## config.mk

```make
export PLATFORM = sky130hd
export DESIGN_NAME = video_control_sequencer_flat
export DESIGN_NICKNAME = d
export VERILOG_FILES = /design/src/rtl/video_control_sequencer_if.sv /design/src/rtl/video_control_sequencer.sv /design/src/flat_wrapper.sv
export SDC_FILE = /design/constraint.sdc
export NUM_CORES = 1
export LEC_CHECK = 0
export BUFFER_PORTS_ARGS = -buffer_cell sky130_fd_sc_hd__clkbuf_2
export CAP_MARGIN = 20
export CELL_PAD_IN_SITES_DETAIL_PLACEMENT = 1
export CELL_PAD_IN_SITES_GLOBAL_PLACEMENT = 1
export CORE_MARGIN = 2
export CORE_UTILIZATION = 25
export CTS_CLUSTER_SIZE = 16
export DETAILED_ROUTE_END_ITERATION = 12
export HOLD_SLACK_MARGIN = 0.15
export PLACE_DENSITY = 0.46
export SLEW_MARGIN = 20
export SYNTH_ARGS = -nofsm -noshare
export SYNTH_HDL_FRONTEND = slang
export SYNTH_SLANG_ARGS = --single-unit
```

## constraint.sdc

```tcl
create_clock -name m_axis_vid_aclk -period 14.9 [get_ports m_axis_vid_aclk]
set_input_delay 0.745 -clock m_axis_vid_aclk [delete_from_list [all_inputs] [get_ports m_axis_vid_aclk]]
set_output_delay 0.745 -clock m_axis_vid_aclk [all_outputs]
set_load 0.03 [all_outputs]
```

## src/rtl/video_control_sequencer_if.sv

```systemverilog
// video_control_sequencer_if: command push bus and formatter control outputs
interface video_control_sequencer_if;
    logic        cmd_valid;
    logic        cmd_ready;
    logic [7:0]  cmd_op;
    logic [31:0] cmd_data;
    logic [7:0]  control_op;
    logic [31:0] control_data;

    modport master (
        output cmd_valid, cmd_op, cmd_data,
        input  cmd_ready, control_op, control_data
    );

    modport slave (
        input  cmd_valid, cmd_op, cmd_data,
        output cmd_ready, control_op, control_data
    );
endinterface

```

## src/rtl/video_control_sequencer.sv

```systemverilog
// video_control_sequencer: queues formatter commands and plays each out as setup/hold/gap (VIDEO_CTRL_VBLANK_DEFER_EN defers frame-geometry ops to vblank)
module video_control_sequencer #(
    parameter int FIFO_DEPTH  = 16,
    parameter int HOLD_CYCLES = 4,
    parameter int GAP_CYCLES  = 2
) (
    input  logic                        m_axis_vid_aclk,
    input  logic                        areset,
    input  logic                        flush,
    input  logic                        control_vblank,
    video_control_sequencer_if.slave    bus,
    output logic                        busy,
    output logic [$clog2(FIFO_DEPTH):0] fifo_level
);
    localparam int AW = $clog2(FIFO_DEPTH);
    localparam int LW = AW + 1;
    localparam logic [AW:0] DEPTH     = LW'(FIFO_DEPTH);
    localparam logic [3:0]  HOLD_LAST = 4'(HOLD_CYCLES - 1);
    localparam logic [3:0]  GAP_LAST  = 4'(GAP_CYCLES - 1);

    localparam logic [2:0] IDLE     = 3'd0;
    localparam logic [2:0] SETUP    = 3'd1;
    localparam logic [2:0] HOLD     = 3'd2;
    localparam logic [2:0] GAP      = 3'd3;

    logic [39:0]   mem [FIFO_DEPTH];
    logic [AW-1:0] wptr, rptr;
    logic          rdy, full, empty, push, pop, defer;
    logic [2:0]    state;
    logic [3:0]    cnt;
    logic [7:0]    op_r, head_op;
    logic [31:0]   data_r;

    assign full          = fifo_level == DEPTH;
    assign empty         = fifo_level == '0;
    assign bus.cmd_ready = rdy && !full;
    assign push          = bus.cmd_valid && bus.cmd_ready && !flush;
    assign pop           = state == IDLE && !empty && !flush;
    assign head_op       = mem[rptr][39:32];
    assign busy          = state != IDLE || !empty;

`ifdef VIDEO_CTRL_VBLANK_DEFER_EN
    localparam logic [2:0] WAIT_VBL = 3'd4;
    logic [2:0] vs;
    logic       vbl_event;

    // two synchronizer flops plus one history flop for rising-edge detection
    always_ff @(posedge m_axis_vid_aclk or posedge areset)
        if (areset) vs <= '0;
        else        vs <= {vs[1:0], control_vblank};

    assign vbl_event = vs[1] && !vs[2];
    assign defer     = head_op inside {8'd1, 8'd2, 8'd4, 8'd13};
`else
    logic unused_vblank;
    assign unused_vblank = control_vblank;
    assign defer         = 1'b0;
`endif

    // FIFO storage needs no reset; occupancy is tracked by the pointers
    always_ff @(posedge m_axis_vid_aclk)
        if (push) mem[wptr] <= {bus.cmd_op, bus.cmd_data};

    // pointers and level; rdy holds cmd_ready low until the first edge after reset
    always_ff @(posedge m_axis_vid_aclk or posedge areset)
        if (areset) begin
            wptr       <= '0;
            rptr       <= '0;
            fifo_level <= '0;
            rdy        <= 1'b0;
        end else begin
            rdy <= 1'b1;
            if (flush) begin
                wptr       <= '0;
                rptr       <= '0;
                fifo_level <= '0;
            end else begin
                wptr       <= wptr + AW'(push);
                rptr       <= rptr + AW'(pop);
                fifo_level <= fifo_level + LW'(push) - LW'(pop);
            end
        end

    // sequencing FSM; control_op is registered so it lags the HOLD state by one cycle
    always_ff @(posedge m_axis_vid_aclk or posedge areset)
        if (areset) begin
            state          <= IDLE;
            cnt            <= '0;
            op_r           <= '0;
            data_r         <= '0;
            bus.control_op   <= '0;
            bus.control_data <= '0;
        end else begin
            bus.control_op <= (state == HOLD && !flush) ? op_r : 8'h00;
            if (flush) begin
                state <= IDLE;
                cnt   <= '0;
            end else begin
                case (state)
                    IDLE:
                        if (pop && head_op != 8'h00) begin
                            op_r   <= head_op;
                            data_r <= mem[rptr][31:0];
`ifdef VIDEO_CTRL_VBLANK_DEFER_EN
                            state  <= defer ? WAIT_VBL : SETUP;
`else
                            state  <= SETUP;
`endif
                        end
`ifdef VIDEO_CTRL_VBLANK_DEFER_EN
                    WAIT_VBL:
                        if (vbl_event) state <= SETUP;
`endif
                    SETUP: begin
                        bus.control_data <= data_r;
                        state            <= HOLD;
                        cnt              <= '0;
                    end
                    HOLD: begin
                        cnt   <= cnt == HOLD_LAST ? 4'd0 : cnt + 4'd1;
                        state <= cnt == HOLD_LAST ? GAP : HOLD;
                    end
                    GAP: begin
                        cnt   <= cnt == GAP_LAST ? 4'd0 : cnt + 4'd1;
                        state <= cnt == GAP_LAST ? IDLE : GAP;
                    end
                    default: state <= IDLE;
                endcase
            end
        end

    logic unused_defer;
    assign unused_defer = defer;
endmodule

```

## src/flat_wrapper.sv

```systemverilog
// flat-port wrapper written by rule: the top's interface ports become plain ports
module video_control_sequencer_flat 
#(
    parameter int FIFO_DEPTH  = 16,
    parameter int HOLD_CYCLES = 4,
    parameter int GAP_CYCLES  = 2
)
  (m_axis_vid_aclk, areset, flush, control_vblank, busy, fifo_level, bus_cmd_valid, bus_cmd_op, bus_cmd_data, bus_cmd_ready, bus_control_op, bus_control_data);
  video_control_sequencer_if bus_i ();
  input  logic m_axis_vid_aclk;
  input  logic areset;
  input  logic flush;
  input  logic control_vblank;
  output logic busy;
  output logic [$clog2(FIFO_DEPTH):0] fifo_level;
  input wire logic [$bits(bus_i.cmd_valid)-1:0] bus_cmd_valid;
  input wire logic [$bits(bus_i.cmd_op)-1:0] bus_cmd_op;
  input wire logic [$bits(bus_i.cmd_data)-1:0] bus_cmd_data;
  output wire logic [$bits(bus_i.cmd_ready)-1:0] bus_cmd_ready;
  output wire logic [$bits(bus_i.control_op)-1:0] bus_control_op;
  output wire logic [$bits(bus_i.control_data)-1:0] bus_control_data;
  assign bus_i.cmd_valid = bus_cmd_valid;
  assign bus_i.cmd_op = bus_cmd_op;
  assign bus_i.cmd_data = bus_cmd_data;
  assign bus_cmd_ready = bus_i.cmd_ready;
  assign bus_control_op = bus_i.control_op;
  assign bus_control_data = bus_i.control_data;
  video_control_sequencer #(.FIFO_DEPTH(FIFO_DEPTH), .HOLD_CYCLES(HOLD_CYCLES), .GAP_CYCLES(GAP_CYCLES)) u_core (.m_axis_vid_aclk(m_axis_vid_aclk), .areset(areset), .flush(flush), .control_vblank(control_vblank), .bus(bus_i), .busy(busy), .fifo_level(fifo_level));
endmodule
```

==> out/metrics.yaml <==
yosys:
  synth_top_cell_area_share: 0.6772
  synth_compound_area_frac: 0.01495
  synthAdderAreaFrac: 0.005996
  yosys.area_share.xor_xnor: 0.002469
  synth.area.mux_share: 0.1822
  yosys.area_share.simple: 0.01565
  synth_edf_count: 640
  synth_area_leaders: "edfxtp_1 68%, mux4_2 13%, dfrtp_1 8.8%, mux2_4 2.1%, mux2_2 1.5%"
  yosysTopAreaCell: "edfxtp_1"
  avgSynthCellArea_um2: 22.49
  ys_seq_area_frac: 0.7654
  yosysWarnings: 0
  synth_top_family_by_area: "multiplexers"
  ys.flop_type: "edfxtp_1"
  synth_nets: 1320
  synth-seq-cells: 740
  synth.cells.most_frequent: "640 x edfxtp_1, 165 x mux4_2, 100 x dfrtp_1, 40 x mux2_4, 38 x mux2_2"
  yosysMostFrequentCell: "edfxtp_1"
  async_flop_share: 0.1351
  syn_area_um2: 28380
  synth_cells: 1262
  synth.distinct_cells: 44
cts:
  cts_max_level: 3
  cts_resized: 0
  clockBufferDepth: 3
  post_cts_buffers: 0
  clk-insertion-delay-late_ns: 0.65
  cts.clk_slew.worst_paths_ns: 0.06
  tritoncts: "built"
  cts_buffers: 82
  cts-hold-fix-buffers: 0
  cts_num_sinks: 740
  cts_root_buf: "clkbuf_16"
floorplan:
  die_h_um: 340.9
  ios: 92
  core_um2: 112500
  die_w_um: 340.9
  start_util: 0.2522
  num_rows: 123
  dieArea_um2: 116200
sta:
  slew_viol_final: 0
  finClkSkew_ns: 0.04249
  period_share: 0.3005
  layout_min_cycle_time_ns: 4.478
  tns_ns: 0
  fmax_ghz: 0.2233
  setup_viol: 0
  worst_pin_slew_ns: 1.075
  rsz0062_at_grt: "false"
  relSlewSlack: 0.2830
  hold_violations: 0
  worst_slack_ns: 10.42
route:
  via_per_inst: 4.398
  ant_nets: 0
  wire_per_inst_um: 24.18
  wirelength_um: 71870
  post-route-drc-count: 0
  drt_iter0_markers: 930
  drt-pass1-iter-count: 5
  num_vias: 13071
cells_and_area:
  nets: 1459
  seqCellArea_um2: 21730
  fin_util: 0.2963
  syn_to_final_growth_pct: 17.46
  multi_input_area_um2: 6409
  num-fill-cells: 11280
  drive_gt1_frac: 0.3408
pwr:
  peakVddDrop_mv: 0.09320
  p_switching_w: 0.001440
  p_leak_nw: 10.71
  clock_power_share: 0.358
  pwr-share-seq: 0.459
  switching_share: 0.2649
  p_total_w: 0.005436
  powerDensity_nw_per_um2: 163.1
  p_comb_frac: 0.183
  internal_power_w: 0.003996
worst_hold_path:
  hold_class: "primary input to asynchronous set/reset pin"
global_routing:
  grt_overflow_total: 0
  grt_usage: 0.1247
  grt_pass1_wl_um: 104400
  grt_max_degree: 64
  antenna_found_initial: 9
  grt_pass1_vias: 14471
placement:
  port-buffer-count: 90
  place_congestion: 0.6969
  dp_slack_ns: 10.05
  dp_hpwl_um: 37760
status:
  status: "finished, final reports clean"
setup_path:
  required_ns: 15.41
  cpPeakStageDelay_ns: 0.91
  worstSetupPathType: "register to register"
  crit_chain: "buf_6 -> mux4_2 -> a22oi_1 -> nand2_1 -> nor4_2 -> a21boi_4 -> buf_4 -> mux2_4"
  slowest_stage: "dfrtp_4"
  startpoint_type: "register"
  path_max_fanout: 50
  end_kind: "register"
  worstPathArrival_ns: 4.99
job:
  cap_violations: 0
-- per-stage QoR --
step	cell area (um^2)	hold WS (ns)	std cells
final	33330	0.1678	2972
after global routing	33330	0.2018	2970
after CTS	33320	0.1632	2970
after detailed placement	30730	0.4781	2817
after global placement	30730	0.4896	2817
after floorplan	28380	0.4537	1262
-- final cells by class --
| class | count | share of cell area |
|---|---|---|
| Clock buffer | 116 | 0.06843 |
| Sequential cell | 740 | 0.6519 |
| Tap cell | 1500 | 0.05630 |
| Multi-Input combinational cell | 446 | 0.1923 |
| Clock inverter | 37 | 0.009159 |
| Timing Repair Buffer | 119 | 0.02027 |
| Antenna cell | 2 | 0.0001501 |
| Inverter | 12 | 0.001501 |
-- critical path, delay by kind of cell, from the launching register on --
family / cells / cell delay (ns)
buffers and inverters: 2 / 1.12
multiplexers: 2 / 1.04
flip-flops: 1 / 0.91
AND/OR/NAND/NOR: 2 / 0.67
AO/OA/AOI/OAI: 2 / 0.45
-- placed cells by master (no fill, tap or decap), drive strengths merged, types with 22 or more instances in the layout --
| cell type | n |
|---|---|
| a22oi | 22 |
| buf | 29 |
| clkbuf | 206 |
| clkinv | 33 |
| dfrtp | 100 |
| edfxtp | 640 |
| mux2 | 78 |
| mux4 | 174 |
| nand2 | 24 |
| nor2 | 26 |
-- routing by layer --
| metal | GRT usage | wire length, um |
|---|---|---|
| met5 | 0 | 97 |
| met4 | 0.03304 | 1520 |
| met3 | 0.02768 | 2996 |
| met2 | 0.1992 | 34040 |
| met1 | 0.1714 | 33220 |
-- sequential cells by signal (all words and copies together) (netlist names), 2 cells and up --
name,cells
u_core.data_r,32
u_core.cnt,4
u_core.wptr,4
u_core.bus.control_op,8
u_core.rptr,4
u_core.mem,640
u_core.state,2
u_core.bus.control_data,32
u_core.op_r,8
u_core.fifo_level,5
-- power groups by stage --
stage	Sequential, W	Clock, W	Combinational (W)
after detailed placement	0.00254	0	0.00102
final	0.00250	0.00194	0.000995
after floorplan	0.00257	0	0.000716
after global placement	0.00254	0	0.00102
after CTS	0.00250	0.00201	0.00103
after global routing	0.00252	0.00208	0.00108
-- logic make-up after synthesis --
family | count (synthesis)
other | 1
multiplexers | 271
buffers and inverters | 76
AO/OA/AOI/OAI | 64
XOR/XNOR | 8
flip-flops | 740
AND/OR/NAND/NOR | 89
adder cells (fa/ha/maj) | 13
-- worst paths after layout --
path	from	end	slack (ns)	cells past startpoint
setup / recovery	u_core.rptr[0]$_DFF_PP0_	u_core.data_r[12]$_DFFE_PP0P_	10.42	8
hold / removal	areset	u_core.fifo_level[3]$_DFF_PP0_	0.17	2
setup reg to reg	u_core.rptr[0]$_DFF_PP0_	u_core.data_r[12]$_DFFE_PP0P_	10.42	8
hold reg to reg	u_core.op_r[2]$_DFFE_PP0P_	u_core.bus.control_op[2]$_DFF_PP0_	0.48	1
max in group asynchronous	areset	u_core.rptr[0]$_DFF_PP0_	13.37	3
min in group m_axis_vid_aclk	u_core.op_r[2]$_DFFE_PP0P_	u_core.bus.control_op[2]$_DFF_PP0_	0.48	1
(Power assumes the default switching activity.)
